==> src/rtl/mem_access_stage.sv <==
// -----------------------------------------------------------------------------
// mem_access_stage
// MEM stage of the pipelined RV64 core. Consumes the EX/MEM pipeline register,
// performs data-memory loads/stores over a variable-latency req/ack port,
// stalls the upstream pipeline while an access is outstanding, resolves
// beq/bgt branches and registers results into the MEM/WB pipeline register.
//
// Optional feature macro: MEM_MISALIGN_CHECK_EN
//   defined   : accesses with EX_MEM_ALU[2:0] != 0 are dropped (no request,
//               no stall), misalign_err pulses for that cycle and MEM/WB
//               receives a bubble.
//   undefined : misalign_err is tied low, addresses pass unchecked.
//
// Ports:
//   clk, reset          clock (rising edge), synchronous active-low reset
//   EX_MEM_*            inputs from the EX/MEM pipeline register
//   dmem_req/we/addr/wdata  registered data-memory request
//   dmem_ack/rdata      memory completion and load data
//   mem_stall           freeze upstream pipeline (combinational)
//   PCSrc, branch_target  branch resolution (combinational)
//   MEM_WB_*            registered MEM/WB pipeline register outputs
//   mem_timeout         sticky abort flag, cleared only by reset
//   misalign_err        one-cycle misaligned-access pulse
// -----------------------------------------------------------------------------
module mem_access_stage #(
   parameter int DATA_W      = 64,
   parameter int TIMEOUT_CYC = 16
) (
   input  logic              clk,
   input  logic              reset,
   input  logic [4:0]        EX_MEM_Rd,
   input  logic [DATA_W-1:0] EX_MEM_ALU,
   input  logic [DATA_W-1:0] EX_MEM_MUX_FB,
   input  logic [DATA_W-1:0] EX_MEM_Adder,
   input  logic              EX_MEM_Zero,
   input  logic              EX_MEM_Great,
   input  logic              EX_MEM_BranchEq,
   input  logic              EX_MEM_BranchGt,
   input  logic              EX_MEM_MemRead,
   input  logic              EX_MEM_MemWrite,
   input  logic              EX_MEM_RegWrite,
   input  logic              EX_MEM_MemtoReg,
   output logic              dmem_req,
   output logic              dmem_we,
   output logic [DATA_W-1:0] dmem_addr,
   output logic [DATA_W-1:0] dmem_wdata,
   input  logic              dmem_ack,
   input  logic [DATA_W-1:0] dmem_rdata,
   output logic              mem_stall,
   output logic              PCSrc,
   output logic [DATA_W-1:0] branch_target,
   output logic [4:0]        MEM_WB_Rd,
   output logic [DATA_W-1:0] MEM_WB_ReadData,
   output logic [DATA_W-1:0] MEM_WB_ALU,
   output logic              MEM_WB_RegWrite,
   output logic              MEM_WB_MemtoReg,
   output logic              mem_timeout,
   output logic              misalign_err
);

   localparam int CNT_W = $clog2(TIMEOUT_CYC + 1);

   typedef enum logic [1:0] {
      ST_IDLE   = 2'd0,
      ST_ACCESS = 2'd1,
      ST_RESP   = 2'd2
   } state_t;

   state_t              state_q, state_d;
   logic [CNT_W-1:0]    cnt_q, cnt_d;
   logic                req_q, req_d;
   logic                we_q, we_d;
   logic [DATA_W-1:0]   addr_q, addr_d;
   logic [DATA_W-1:0]   wdata_q, wdata_d;
   logic [DATA_W-1:0]   capt_q, capt_d;
   logic                timeout_q, timeout_d;
   logic [4:0]          wb_rd_q, wb_rd_d;
   logic [DATA_W-1:0]   wb_rdata_q, wb_rdata_d;
   logic [DATA_W-1:0]   wb_alu_q, wb_alu_d;
   logic                wb_regwrite_q, wb_regwrite_d;
   logic                wb_memtoreg_q, wb_memtoreg_d;
   logic                stall_s;
   logic                acc_s;
   logic                mis_s;

   assign acc_s = EX_MEM_MemRead | EX_MEM_MemWrite;

`ifdef MEM_MISALIGN_CHECK_EN
   // Only a fresh access decoded in IDLE is checked; in-flight ones already passed.
   assign mis_s = (state_q == ST_IDLE) & acc_s & (EX_MEM_ALU[2:0] != 3'b000);
`else
   assign mis_s = 1'b0;
`endif

   // Next-state, request and MEM/WB update logic.
   always_comb begin
      state_d       = state_q;
      cnt_d         = cnt_q;
      req_d         = req_q;
      we_d          = we_q;
      addr_d        = addr_q;
      wdata_d       = wdata_q;
      capt_d        = capt_q;
      timeout_d     = timeout_q;
      wb_rd_d       = wb_rd_q;
      wb_rdata_d    = wb_rdata_q;
      wb_alu_d      = wb_alu_q;
      wb_regwrite_d = wb_regwrite_q;
      wb_memtoreg_d = wb_memtoreg_q;
      stall_s       = 1'b0;

      case (state_q)
         ST_IDLE: begin
            if (acc_s && !mis_s) begin
               stall_s       = 1'b1;
               state_d       = ST_ACCESS;
               req_d         = 1'b1;
               // MemRead wins when both controls are set.
               we_d          = ~EX_MEM_MemRead;
               addr_d        = EX_MEM_ALU;
               wdata_d       = EX_MEM_MUX_FB;
               cnt_d         = '0;
               wb_regwrite_d = 1'b0;
               wb_memtoreg_d = 1'b0;
            end else if (mis_s) begin
               wb_regwrite_d = 1'b0;
               wb_memtoreg_d = 1'b0;
            end else begin
               wb_rd_d       = EX_MEM_Rd;
               wb_alu_d      = EX_MEM_ALU;
               wb_regwrite_d = EX_MEM_RegWrite;
               wb_memtoreg_d = EX_MEM_MemtoReg;
            end
         end
         ST_ACCESS: begin
            stall_s       = 1'b1;
            wb_regwrite_d = 1'b0;
            wb_memtoreg_d = 1'b0;
            if (dmem_ack) begin
               capt_d  = dmem_rdata;
               req_d   = 1'b0;
               state_d = ST_RESP;
            end else if (cnt_q == CNT_W'(TIMEOUT_CYC - 1)) begin
               capt_d    = '0;
               req_d     = 1'b0;
               timeout_d = 1'b1;
               state_d   = ST_RESP;
            end else begin
               cnt_d = cnt_q + CNT_W'(1);
            end
         end
         ST_RESP: begin
            // EX/MEM still holds the accessing instruction (it was stalled).
            wb_rd_d       = EX_MEM_Rd;
            wb_alu_d      = EX_MEM_ALU;
            wb_regwrite_d = EX_MEM_RegWrite;
            wb_memtoreg_d = EX_MEM_MemtoReg;
            wb_rdata_d    = capt_q;
            state_d       = ST_IDLE;
         end
         default: begin
            state_d = ST_IDLE;
            req_d   = 1'b0;
         end
      endcase
   end

   // State and pipeline registers with synchronous active-low reset.
   always_ff @(posedge clk) begin
      if (!reset) begin
         state_q       <= ST_IDLE;
         cnt_q         <= '0;
         req_q         <= 1'b0;
         we_q          <= 1'b0;
         addr_q        <= '0;
         wdata_q       <= '0;
         capt_q        <= '0;
         timeout_q     <= 1'b0;
         wb_rd_q       <= 5'd0;
         wb_rdata_q    <= '0;
         wb_alu_q      <= '0;
         wb_regwrite_q <= 1'b0;
         wb_memtoreg_q <= 1'b0;
      end else begin
         state_q       <= state_d;
         cnt_q         <= cnt_d;
         req_q         <= req_d;
         we_q          <= we_d;
         addr_q        <= addr_d;
         wdata_q       <= wdata_d;
         capt_q        <= capt_d;
         timeout_q     <= timeout_d;
         wb_rd_q       <= wb_rd_d;
         wb_rdata_q    <= wb_rdata_d;
         wb_alu_q      <= wb_alu_d;
         wb_regwrite_q <= wb_regwrite_d;
         wb_memtoreg_q <= wb_memtoreg_d;
      end
   end

   assign dmem_req        = req_q;
   assign dmem_we         = we_q;
   assign dmem_addr       = addr_q;
   assign dmem_wdata      = wdata_q;
   assign mem_stall       = stall_s;
   assign PCSrc           = (EX_MEM_Zero & EX_MEM_BranchEq) | (EX_MEM_Great & EX_MEM_BranchGt);
   assign branch_target   = EX_MEM_Adder;
   assign MEM_WB_Rd       = wb_rd_q;
   assign MEM_WB_ReadData = wb_rdata_q;
   assign MEM_WB_ALU      = wb_alu_q;
   assign MEM_WB_RegWrite = wb_regwrite_q;
   assign MEM_WB_MemtoReg = wb_memtoreg_q;
   assign mem_timeout     = timeout_q;
   assign misalign_err    = mis_s;

endmodule

==> config.mk <==
export PLATFORM = sky130hd
export DESIGN_NAME = mem_access_stage
export DESIGN_NICKNAME = d
export VERILOG_FILES = /design/src/rtl/mem_access_stage.sv
export SDC_FILE = /design/constraint.sdc
export NUM_CORES = 1
export LEC_CHECK = 0
export ABC_AREA = 0
export CORE_AREA = 2 2 235 237
export CTS_CLUSTER_DIAMETER = 200
export DETAILED_ROUTE_END_ITERATION = 8
export DIE_AREA = 0 0 237 239
export REMOVE_ABC_BUFFERS = 1
export SYNTH_ARGS = -nofsm -noshare
export SYNTH_HDL_FRONTEND = slang
export SYNTH_SLANG_ARGS = --single-unit
==> constraint.sdc <==
create_clock -name clk -period 1.87 [get_ports clk]
set_input_delay 0.187 -clock clk [delete_from_list [all_inputs] [get_ports clk]]
set_output_delay 0.187 -clock clk [all_outputs]
set_load 0.01 [all_outputs]
== After elaboration in Yosys (flattened, before gate mapping) ==
Cells that the tools add are included.
Operators by class
  add/sub/neg operators: 1
  eq/ne operators: 8
  muxes and demuxes: 24
  bitwise logic cells: 7
  reductions and logical operators: 12
Operators by type and width (number)
  2-to-1 mux 64 bit: 3
  case mux 64 bit (2 select lines): 1
  2-to-1 mux 5 bit: 4
  case mux 5 bit (2 select lines): 2
  case mux 1 bit (3 select lines): 3
  != test 2 bit, second input constant: 4
  AND reduction 2 bit: 4
  2-to-1 mux 1 bit: 6
  2-to-1 mux 2 bit: 3
  AND reduction 3 bit: 2
  nonzero test 2 bit: 3
  adder 5 x 1 -> 5 bit, second input constant: 1
  equality test 5 x 4 -> 1 bit, second input constant: 1
  case mux 2 bit (2 select lines): 1
  AND reduction 4 bit: 1
  != test 3 bit, second input constant: 1
  inverter 1 bit: 3
  nonzero test 3 bit: 1
  bitwise AND 1 bit: 2
  equality test 2 x 1 -> 1 bit, second input constant: 1
  equality test 2 bit, second input constant: 1
  logical NOT 2 bit: 1
  bitwise OR 1 bit: 2
  case mux 1 bit (2 select lines): 1
Word-level totals
  register bits: 337
  input port bits: 272
  output and inout port bits: 333

== Depth between registers and ports, before layout ==
Gate-level depths: netlist of run 1.
  word-level depth: 4
  gate-level depth with buffers: 9
  gate-level depth less buffers: 6

== Least setup slack after synthesis of run 1 ==
No wires, ideal clock.
  kind: register -> register
  from: reg cnt_q[0]
  to: reg capt_q[23]
  arrival: 1705 ps
  required time: 1805 ps
  slack: 100 ps
  stages on the path, launching flop included: 9
  cells stage by stage: dfxtp_1 > ha_1 > and3_1 > ha_1 > o21ai_0 > buf_2 > buf_2 > a22oi_1 > nor2_1
On the way
  word-level cells in the longest chain between the ends: 3
RTL lines
  from (decl): RTL line 70  | logic [CNT_W-1:0] cnt_q, cnt_d;
  from (signal assigned): RTL line 186  | cnt_q <= cnt_d;
  equality test 5 x 4 -> 1 bit: RTL line 143  | end else if (cnt_q == CNT_W'(TIMEOUT_CYC - 1)) begin
  nonzero test 2 bit (no line)
  AND reduction 2 bit (no line)
  to (signal assigned): RTL line 191  | capt_q <= capt_d;
  to (decl): RTL line 75  | logic [DATA_W-1:0] capt_q, capt_d;
Every way passes these cells.
A chain may end at the register's enable or synchronous reset.

== Worst setup path in the final report of run 1 ==
  from: reg state_q[1]
  to: out mem_stall
On the way
  word-level cells in the longest chain between the ends: 2
  elaborated cells on any way between the ends: 3
RTL lines
  from (decl): RTL line 69  | state_t state_q, state_d;
  from (signal assigned): RTL line 185  | state_q <= state_d;
  equality test 2 x 1 -> 1 bit / logical NOT 2 bit (equally long branches): RTL line 112  | case (state_q)
  case mux 1 bit (2 select lines) (*): RTL line 112
  to (decl): RTL line 49  | output logic mem_stall,
Mark *: on every way between the ends. The rest lies on a longest branch, timed or not.

==> qor.csv, run 1 <==
stage,metric,value,unit
timing,"Worst Setup Slack, final",0.0926,ns
power,peak supply drop,0.677,mV
setup_path,CP max FO,6,
setup_path,CP required,1.68,ns
timing,Fin. Hold Viols,0,
detailed_routing,drt via density,4.49,
cts,H-Tree Depth,2,
cts,clk_lat worst skew,0.54,ns
placed_design,post-place instance area,17900,um^2
cts,CTS tree,built,
detailed_routing,DRT iter0 DRCs,504,
timing,Setup TNS,0,ns
placed_design,post-DP HPWL,33.1,mm
finish,# diodes,0,
finish,share of cells above drive strength 1,8.76,%
setup_path,CP startpoint kind,flop,
logic_synthesis,Synth area leader,dfxtp_1,
global_route,initial antenna violation count,0,
logic_synthesis,"EDFF count, synth",0,
finish,design area,19500,um^2
setup_path,Critical Path AT,1.59,ns
logic_synthesis,register area share after synthesis,54.3,%
cts,Clock Pin Slew Worst Setup and Hold Paths,0.06,ns
cts,Max clock buf depth,3,
cts,CTS Hold Bufs,0,
logic_synthesis,Synth Cell Area,12400,um^2
timing,max_slew headroom,62.9,%
logic_synthesis,Synth Instances,1433,
cts,CTS sink cnt,337,
cts,TritonCTS Buffers,38,
timing,RSZ-0062 raised after global routing,no,
setup_path,CP endpoint kind,output port,
worst_hold_path,Hold WC Path Type,in -> reg,
detailed_routing,via count,11600,
global_route,grt ovf,0,
timing,final setup fails,0,
placed_design,placed cell count,2498,
power,Pwr Density,980,nW/um^2
timing,Setup Skew,0.00739,ns
detailed_routing,Routed Antenna Nets,0,
logic_synthesis,post-synth top area share,54.3,%
logic_synthesis,YS warnings,0,
floorplanning,FP Rows,86,
floorplanning,Chip Width,237,um
global_route,vias in the first global route,11300,
finish,# fillers,5439,
detailed_routing,DRC,0,
timing,fmax,0.563,GHz
logic_synthesis,Yosys reg bits,337,
detailed_routing,final wirelength,45.8,mm
floorplanning,Initial Utilization,22.9,%
placed_design,IO Port Bufs,475,
floorplanning,Core ar.,54300,um^2
power,Static Leak,0.00703,uW
logic_synthesis,"top cells by area, synth","dfxtp_1 54%, a21oi_1 8.1%, nand2_1 8.0%, mux2i_1 5.2%, buf_4 4.0%",
finish,final net count,2121,
global_route,largest net degree at the start of global routing,68,
logic_synthesis,syn avg cell area,8.68,um^2
logic_synthesis,predominant post-synthesis flop cell,dfxtp_1,
global_route,global-route wire length before repair,68.1,mm
floorplanning,die height,239,um
placed_design,Place WS,-0.00724,ns
logic_synthesis,Netlist cell types,40,
floorplanning,Top Ports,605,
finish,Area Growth Syn to Fin,56.4,%
global_route,gr usage total,15.4,%
detailed_routing,drt pass-1 iters,5,
timing,Final Max Slew Viols,0,
logic_synthesis,async set or reset register ratio after synthesis,0,%
flow_run,maxcap violations,0,
outcome,run status,finished clean,
timing,worst slew pin tran,0.557,ns
timing,period utilization,95.0,%
detailed_routing,wire per inst,17.8,um
floorplanning,die area,56600,um^2
cts,clk root buf,clkbuf_16,
finish,non-filler instance count after layout,2577,
placed_design,RePlAce Congestion,0.794,
timing,min cycle time layout,1.78,ns
setup_path,Crit Path Class,reg -> out,
-- logic make-up (layout without fill, tap and decap cells) --
kind of cell | Yosys count | count (layout) | synth area share, %
adders and majority gates | 6 | 6 | 0.604
other | 1 | 1 | 0.0302
buffers and inverters | 188 | 628 | 8.24
AOI/OAI and AO/OA | 354 | 354 | 15.9
DFF | 337 | 337 | 54.3
muxes | 64 | 64 | 5.15
and+or+nand+nor | 483 | 483 | 15.8
-- stage by stage --
stage	total power (uW)	hold slack, ns	utilization, %
final	19100	0.201	35.8
after global routing	19900	0.177	35.8
after CTS	19300	0.151	35.7
after detailed placement	11100	0.374	33.0
after global placement	11000	0.374	33.0
after floorplan	9180	0.287	-
-- path summary, 6_finish.rpt --
| kind | startpoint | to | slack, ns | depth (start not counted) |
|---|---|---|---|---|
| max | state_q[1]$_SDFFE_PN0P_ | mem_stall | 0.09 | 6 |
| min reg2reg | dmem_wdata[28]$_SDFFE_PN0P_ | dmem_wdata[28]$_SDFFE_PN0P_ | 0.45 | 2 |
| min | EX_MEM_MUX_FB[4] | dmem_wdata[4]$_SDFFE_PN0P_ | 0.20 | 3 |
| max reg2reg | cnt_q[0]$_SDFFE_PN0P_ | cnt_q[3]$_SDFFE_PN0P_ | 0.10 | 7 |
-- routing by layer --
metal  GRT usage (%)  wire length [um]  vias up
li1                -                 -     5585
met1            18.5             19100     5396
met2            24.0             20300      519
met3            7.76              5330       60
met4            4.10               811        6
met5            2.34               188        -
-- state kept, by name, indices dropped and copies added, names as in the netlist, 2 cells and up --
register / flops
MEM_WB_ALU: 64
MEM_WB_ReadData: 64
capt_q: 64
dmem_addr: 64
dmem_wdata: 64
MEM_WB_Rd: 5
cnt_q: 5
state_q: 2
-- worst max-delay path: stages (launching register included) --
cell             delay (ns)
dfxtp_2                0.35
inv_4                  0.05
ha_4                   0.17
buf_4                  0.15
o21ai_4                0.06
nand2b_1               0.07
clkdlybuf4s15_2        0.22
-- cells in the final DEF, fill, tap and decap left out, drive strengths merged, types with 2 or more instances in the layout --
cell type      netlist  final
inv                  5      5
and2                 2      2
nand3               70     70
nand2b               6      6
nor3                 2      2
nor2               130    130
o21a                 2      2
bufinv               0      5
nor3b                2      2
o21ai               75     75
ha                   6      6
a31oi                2      2
a22oi               64     64
clkbuf              52     60
mux2i               64     64
nand2              264    264
clkinv               0      5
o22ai                2      2
clkdlybuf4s50        0    474
nor2b                2      2
buf                131     78
a21oi              202    202
dfxtp              337    337
-- final cells by class --
type / instances / area (um^2) / area share (%)
Sequential cell: 337 / 6750 / 34.7
Timing Repair Buffer: 553 / 5650 / 29.0
Multi-Input combinational cell: 908 / 4770 / 24.5
Clock buffer: 60 / 1200 / 6.16
Tap cell: 704 / 881 / 4.53
Clock inverter: 10 / 179 / 0.920
Inverter: 5 / 28.8 / 0.148
-- cells in the mapped netlist, types with 6 or more instances --
cell type / instances
nor2_1: 130
nand3_1: 70
nand2b_1: 6
dfxtp_1: 337
buf_4: 66
a21oi_1: 202
buf_2: 50
o21ai_0: 73
mux2i_1: 64
nand2_1: 264
clkbuf_1: 51
a22oi_1: 64
ha_1: 6
buf_1: 14
-- power breakdown --
group | total, uW | switching [uW] | internal, uW
logic | 3130 | 1480 | 1640
clock network | 8080 | 3000 | 5090
registers | 7850 | 234 | 7610
total | 19100 | 4710 | 14300
-- what timing repair did --
action	4_1_cts	5_1_grt
cloned	1	0
buffers inserted	4	4
gates resized for setup	8	11
pin swaps	1	3
setup endpoints to repair	11	15
(Power assumes the default switching activity.)
==> run 2, diff against run 1 <==
--- a/config.mk
+++ b/config.mk
@@ -8,8 +8,10 @@
 export ABC_AREA = 0
 export CORE_AREA = 2 2 235 237
 export CTS_CLUSTER_DIAMETER = 200
+export CTS_CLUSTER_SIZE = 30
 export DETAILED_ROUTE_END_ITERATION = 8
 export DIE_AREA = 0 0 237 239
+export HOLD_SLACK_MARGIN = 0.12
 export REMOVE_ABC_BUFFERS = 1
 export SYNTH_ARGS = -nofsm -noshare
 export SYNTH_HDL_FRONTEND = slang
==> qor.csv, run 2 (synthesized netlist as in run 1, its figures left out) <==
stage,metric,value,unit,change
outcome,run status,finished clean,,
worst_hold_path,hold worst-path end,dmem_wdata[20]$_SDFFE_PN0P_,,
setup_path,flop2flop setup slack,0.09,ns,about the same
timing,RSZ-0062 raised after global routing,no,,
worst_hold_path,Hold Crit Start,EX_MEM_MUX_FB[20],,
flow_run,maxcap violations,0,,unchanged
detailed_routing,final wirelength,45.2,mm,-1.4%
global_route,gr usage total,15.0,%,-0.44 points
finish,# fillers,5518,,+1.5%
global_route,largest net degree at the start of global routing,68,,unchanged
placed_design,placed cell count,2498,,unchanged
finish,register area,6750,um^2,about the same
floorplanning,die area,56600,um^2,unchanged
cts,CTS sink cnt,337,,unchanged
detailed_routing,DRT iter0 DRCs,518,,+2.8%
setup_path,CP max FO,16,,+10
worst_hold_path,Hold WC Path Type,in -> reg,,
cts,CTS tree,built,,
timing,Fin. Hold Viols,0,,unchanged
cts,H-Tree Depth,1,,-1
cts,clk_lat worst skew,0.53,ns,about the same
placed_design,post-DP HPWL,33.1,mm,unchanged
timing,period utilization,95.0,%,about the same
finish,"commonest non-fill, non-tap cells in the layout","474 x clkdlybuf4s50_1, 333 x dfxtp_1, 264 x nand2_1, 202 x a21oi_1, 130 x nor2_1",,
setup_path,Crit Path Class,reg -> reg,,
cts,CTS Hold Bufs,0,,unchanged
setup_path,Reg2Reg Launch Point,cnt_q[0]$_SDFFE_PN0P_,,
placed_design,IO Port Bufs,475,,unchanged
setup_path,Critical path origin,cnt_q[0]$_SDFFE_PN0P_,,
finish,design area,18500,um^2,-4.7%
detailed_routing,via count,11300,,-2.2%
timing,worst slew pin tran,0.558,ns,+0.000990 ns
setup_path,R2R cell count,8,,+1
setup_path,r2r endpoint,capt_q[52]$_SDFFE_PN0P_,,
timing,Setup Skew,0.0261,ns,+0.0187 ns
cts,Max clock buf depth,3,,unchanged
setup_path,CP required,2.33,ns,+0.65 ns
floorplanning,Chip Width,237,um,unchanged
timing,Final Max Slew Viols,0,,unchanged
power,Pwr Density,798,nW/um^2,-19%
timing,min cycle time layout,1.78,ns,-0.000371 ns
cts,TritonCTS Buffers,15,,-61%
timing,max_slew headroom,62.8,%,-0.066 points
finish,share of cells above drive strength 1,6.64,%,-2.1 points
cts,clk root buf,clkbuf_16,,
power,Static Leak,0.00658,uW,-6.4%
finish,non-filler instance count after layout,2525,,-2.0%
finish,final net count,2100,,-0.99%
detailed_routing,DRC,0,,unchanged
placed_design,Place WS,-0.00724,ns,unchanged
timing,"Worst Setup Slack, final",0.0930,ns,+0.000371 ns
global_route,global-route wire length before repair,66.8,mm,-2.0%
finish,# diodes,0,,unchanged
setup_path,CP endpoint kind,flop,,
finish,"Core Util, Final",34.1,%,-1.7 points
setup_path,Critical Path AT,2.24,ns,+0.65 ns
setup_path,CP startpoint kind,flop,,
placed_design,post-place instance area,17900,um^2,unchanged
finish,Area Growth Syn to Fin,49.0,%,
finish,area of the multi-input gates,4760,um^2,-0.10%
placed_design,RePlAce Congestion,0.794,,unchanged
floorplanning,FP Rows,86,,unchanged
detailed_routing,drt pass-1 iters,5,,unchanged
power,peak supply drop,0.555,mV,-18%
global_route,vias in the first global route,11000,,-3.0%
floorplanning,die height,239,um,unchanged
worst_hold_path,WHS Path Cells,3,,unchanged
floorplanning,Initial Utilization,22.9,%,unchanged
global_route,initial antenna violation count,0,,unchanged
floorplanning,Core ar.,54300,um^2,unchanged
finish,"commonest non-fill, non-tap cell in the layout",clkdlybuf4s50_1,,
timing,fmax,0.563,GHz,about the same
global_route,grt ovf,0,,unchanged
detailed_routing,wire per inst,17.9,um,+0.66%
timing,final setup fails,0,,unchanged
detailed_routing,drt via density,4.48,,-0.23%
cts,Clock Pin Slew Worst Setup and Hold Paths,0.12,ns,+0.06 ns
timing,final hold slack,0.194,ns,-0.00721 ns
floorplanning,Top Ports,605,,unchanged
detailed_routing,Routed Antenna Nets,0,,unchanged
run 2: changes by cell type in the layout (fill, tap and decap cells not counted), moves of 2 or more:
cell,change
buf_6,+2
clkinv_2,-4
clkbuf_1,-9
bufinv_16,-5
buf_4,-2
clkbuf_16,-24
clkbuf_8,-10
run 2: per-stage QoR:
| step | power (uW) | TNS [ns] |
|---|---|---|
| after detailed placement | 11100 | -0.0188 |
| after floorplan | 9180 | -914.41 |
| after global routing | 15500 | 0 |
| after global placement | 11000 | 0 |
| final | 14800 | 0 |
| after CTS | 15000 | -0.00667 |
run 2: critical path, stage by stage, from the launching register on:
cell	delay, ns
dfxtp_2	0.35
ha_2	0.19
and3_4	0.18
ha_4	0.17
o21ai_4	0.24
buf_12	0.20
buf_12	0.16
a22oi_1	0.09
nor2_1	0.11
run 2: where the power goes:
part	internal, uW	total, uW	leakage [uW]	switching [uW]
sequential	7610	7840	0.00275	231
combinational	1650	3140	0.00363	1490
clock	1500	3810	0.000196	2320
total	10800	14800	0.00658	4030
run 2: metal layers:
metal  global-route usage, %  vias to the layer above  routed length [um]
met5                    2.34                        -                 188
met3                    7.19                       41                5260
met2                    23.6                      463               20200
met1                    18.5                     5292               18900
li1                        -                     5504                   -
met4                    2.69                        6                 648
run 2: worst max path at each step:
| stage | endpoint | slack (ns) | cells past startpoint |
|---|---|---|---|
| floorplan | cnt_q[2]$_SDFFE_PN0P_ | -3.62 | 6 |
| global placement | MEM_WB_ALU[39]$_SDFFE_PN0P_ | 0.04 | 5 |
| detailed placement | capt_q[53]$_SDFFE_PN0P_ | -0.007 | 8 |
| CTS | capt_q[6]$_SDFFE_PN0P_ | -0.005 | 8 |
| global route | MEM_WB_ALU[54]$_SDFFE_PN0P_ | 0.002 | 7 |
| finish | capt_q[52]$_SDFFE_PN0P_ | 0.09 | 8 |
run 2: timing repair:
action                                  4_1_cts  5_1_grt
gates resized for setup                       9       11
buffers inserted                              6        2
endpoints found under the setup margin       30       44
pin swaps                                     2        3
cloned                                        1        2
run 2: cell type report:
cell class	instances	area share, %
Clock buffer	15	2.03
Tap cell	704	4.75
Clock inverter	1	0.162
Sequential cell	337	36.4
Timing Repair Buffer	555	30.8
Multi-Input combinational cell	908	25.7
Inverter	5	0.142
==> run 3, diff against run 2 <==
--- a/config.mk
+++ b/config.mk
@@ -11,7 +11,9 @@
 export CTS_CLUSTER_SIZE = 30
 export DETAILED_ROUTE_END_ITERATION = 8
 export DIE_AREA = 0 0 237 239
-export HOLD_SLACK_MARGIN = 0.12
+export HOLD_SLACK_MARGIN = 0.06
+export MAX_ROUTING_LAYER = met4
+export PLACE_DENSITY = 0.62
 export REMOVE_ABC_BUFFERS = 1
 export SYNTH_ARGS = -nofsm -noshare
 export SYNTH_HDL_FRONTEND = slang
==> qor.csv, run 3 (synthesized netlist as in run 1, its figures left out) <==
stage,metric,value,unit,change
global_route,initial antenna violation count,1,,+1
power,Pwr Density,798,nW/um^2,about the same
finish,# fillers,5492,,-0.47%
timing,period utilization,94.8,%,-0.21 points
power,Sw Pwr,4090,uW,+1.4%
timing,Final Max Slew Viols,0,,unchanged
power,internal power,10800,uW,+0.11%
setup_path,crit-path cells,"ha_2, and3_4, ha_4, o21ai_4, buf_12, clkbuf_16, buf_4, a22oi_1, nor2_1",,
timing,final hold slack,0.185,ns,-0.00928 ns
setup_path,Crit Path Class,reg -> reg,,
timing,fmax,0.564,GHz,+0.22%
setup_path,Reg2Reg Launch Point,cnt_q[0]$_SDFFE_PN0P_,,
worst_hold_path,Hold WC Path Type,in -> reg,,
setup_path,Crit path largest cell delay,0.37,ns,+0.02 ns
global_route,vias in the first global route,11100,,+1.0%
placed_design,RePlAce Congestion,0.858,,+8.0%
cts,H-Tree Depth,1,,unchanged
global_route,largest net degree at the start of global routing,65,,-4.4%
power,fraction of power consumed by sequential logic,52.8,%,-0.2 points
cts,Max clock buf depth,3,,unchanged
setup_path,cell family with most CP delay,buffers and inverters,,
timing,min cycle time layout,1.77,ns,-0.00386 ns
cts,CTS tree,built,,
setup_path,CP required,2.30,ns,-0.03 ns
detailed_routing,DRC,0,,unchanged
detailed_routing,via count,11600,,+2.7%
timing,Fin. Hold Viols,0,,unchanged
floorplanning,Core ar.,54300,um^2,unchanged
power,Sw Share,27.5,%,+0.26 points
power,Static Leak,0.00661,uW,+0.52%
timing,Setup Skew,0.0336,ns,+0.00752 ns
timing,final setup fails,0,,unchanged
cts,TritonCTS Buffers,15,,unchanged
setup_path,CP endpoint kind,flop,,
power,peak supply drop,0.657,mV,+18%
setup_path,CP startpoint kind,flop,,
flow_run,maxcap violations,0,,unchanged
detailed_routing,Routed Antenna Nets,0,,unchanged
floorplanning,die area,56600,um^2,unchanged
setup_path,Crit path buffers/inverters,3,,+1
setup_path,Critical Path AT,2.21,ns,-0.03 ns
cts,CTS sink cnt,337,,unchanged
placed_design,post-DP HPWL,34.6,mm,+4.5%
finish,"commonest non-fill, non-tap cells in the layout","474 x clkdlybuf4s50_1, 333 x dfxtp_1, 264 x nand2_1, 202 x a21oi_1, 130 x nor2_1",,
setup_path,Stages on worst setup path,9,,+1
outcome,run status,finished clean,,
finish,Area Growth Syn to Fin,49.7,%,
floorplanning,Chip Width,237,um,unchanged
worst_hold_path,Hold Crit Start,EX_MEM_MUX_FB[30],,
finish,final net count,2109,,+0.43%
finish,"commonest non-fill, non-tap cell in the layout",clkdlybuf4s50_1,,
setup_path,CP max FO,5,,-11
global_route,grt ovf,0,,unchanged
finish,"Core Util, Final",34.2,%,+0.14 points
worst_hold_path,WHS Path Cells,3,,unchanged
floorplanning,Initial Utilization,22.9,%,unchanged
detailed_routing,drt pass-1 iters,5,,unchanged
placed_design,post-place instance area,18100,um^2,+0.84%
finish,share of cells above drive strength 1,7.21,%,+0.56 points
cts,CTS Hold Bufs,0,,unchanged
timing,"Worst Setup Slack, final",0.0968,ns,+0.00386 ns
placed_design,Place WS,0.0147,ns,+0.0219 ns
floorplanning,die height,239,um,unchanged
detailed_routing,drt via density,4.58,,+2.2%
floorplanning,Top Ports,605,,unchanged
power,Comb power frac,21.1,%,about the same
setup_path,Critical path origin,cnt_q[0]$_SDFFE_PN0P_,,
global_route,gr usage total,15.7,%,+0.77 points
setup_path,R2R cell count,9,,+1
cts,Clock Pin Slew Worst Setup and Hold Paths,0.12,ns,about the same
power,clock power share,26.1,%,+0.3 points
detailed_routing,wire per inst,18.4,um,+2.9%
global_route,global-route wire length before repair,67.5,mm,+1.1%
finish,design area,18600,um^2,+0.41%
cts,clk root buf,clkbuf_16,,
placed_design,IO Port Bufs,475,,unchanged
cts,clk_lat worst skew,0.54,ns,about the same
setup_path,worst-path cell with the longest stage delay,dfxtp_2,,
floorplanning,FP Rows,86,,unchanged
power,total power,14900,uW,+0.47%
detailed_routing,final wirelength,46.6,mm,+3.3%
detailed_routing,DRT iter0 DRCs,591,,+14%
## run 3: worst paths after layout
check | slack [ns] | endpoint
worst max-delay path | 0.1 | capt_q[53]$_SDFFE_PN0P_
worst max register to register | 0.1 | capt_q[53]$_SDFFE_PN0P_
worst min-delay path | 0.18 | dmem_wdata[30]$_SDFFE_PN0P_
worst min register to register | 0.46 | dmem_wdata[42]$_SDFFE_PN0P_
## run 3: per-stage QoR
step,instances,setup TNS (ns)
finish,2536,0
global route,2536,-0.00538
CTS,2532,0
detailed placement,2513,0
global placement,2513,0
floorplan,1250,-914.41
## run 3: what timing repair did
action                                  CTS  global route
pin swaps                                 0             3
hold endpoints to repair                  0             0
setup buffers                             2             2
resized for setup                        14             7
endpoints found under the setup margin   10            28
gates cloned                              0             1
## run 3: area by class of cell
cell class                      instances  area [um^2]  share of cell area (%)
Clock buffer                           15          375                    2.02
Sequential cell                       337         6750                    36.3
Inverter                                5         28.8                   0.155
Multi-Input combinational cell        908         4770                    25.6
Clock inverter                          2         38.8                   0.208
Timing Repair Buffer                  564         5760                    31.0
Antenna cell                            1         2.50                  0.0134
Tap cell                              704          881                    4.73
## run 3: routing by layer
| metal | GRT usage [%] | vias up | wire length [um] |
|---|---|---|---|
| met5 | - | - | 0 |
| met4 | 3.59 | 0 | 1130 |
| met3 | 8.21 | 48 | 5800 |
| met2 | 24.8 | 552 | 21300 |
| met1 | 17.7 | 5490 | 18400 |
| li1 | - | 5518 | - |
## run 3: tightest hold or removal path, cell delays in order
cell and delay (ns):
clkdlybuf4s50_1 0.39, nand2_1 0.05, a21oi_1 0.05
## run 3: power groups by stage
stage / clock network [uW] / logic [uW] / registers [uW]
2_1_floorplan: 0 / 1040 / 8140
3_3_place_gp: 0 / 3090 / 7990
3_5_place_dp: 0 / 3120 / 8010
4_1_cts: 4080 / 3150 / 7850
5_1_grt: 4290 / 3380 / 7890
6_report: 3880 / 3140 / 7840
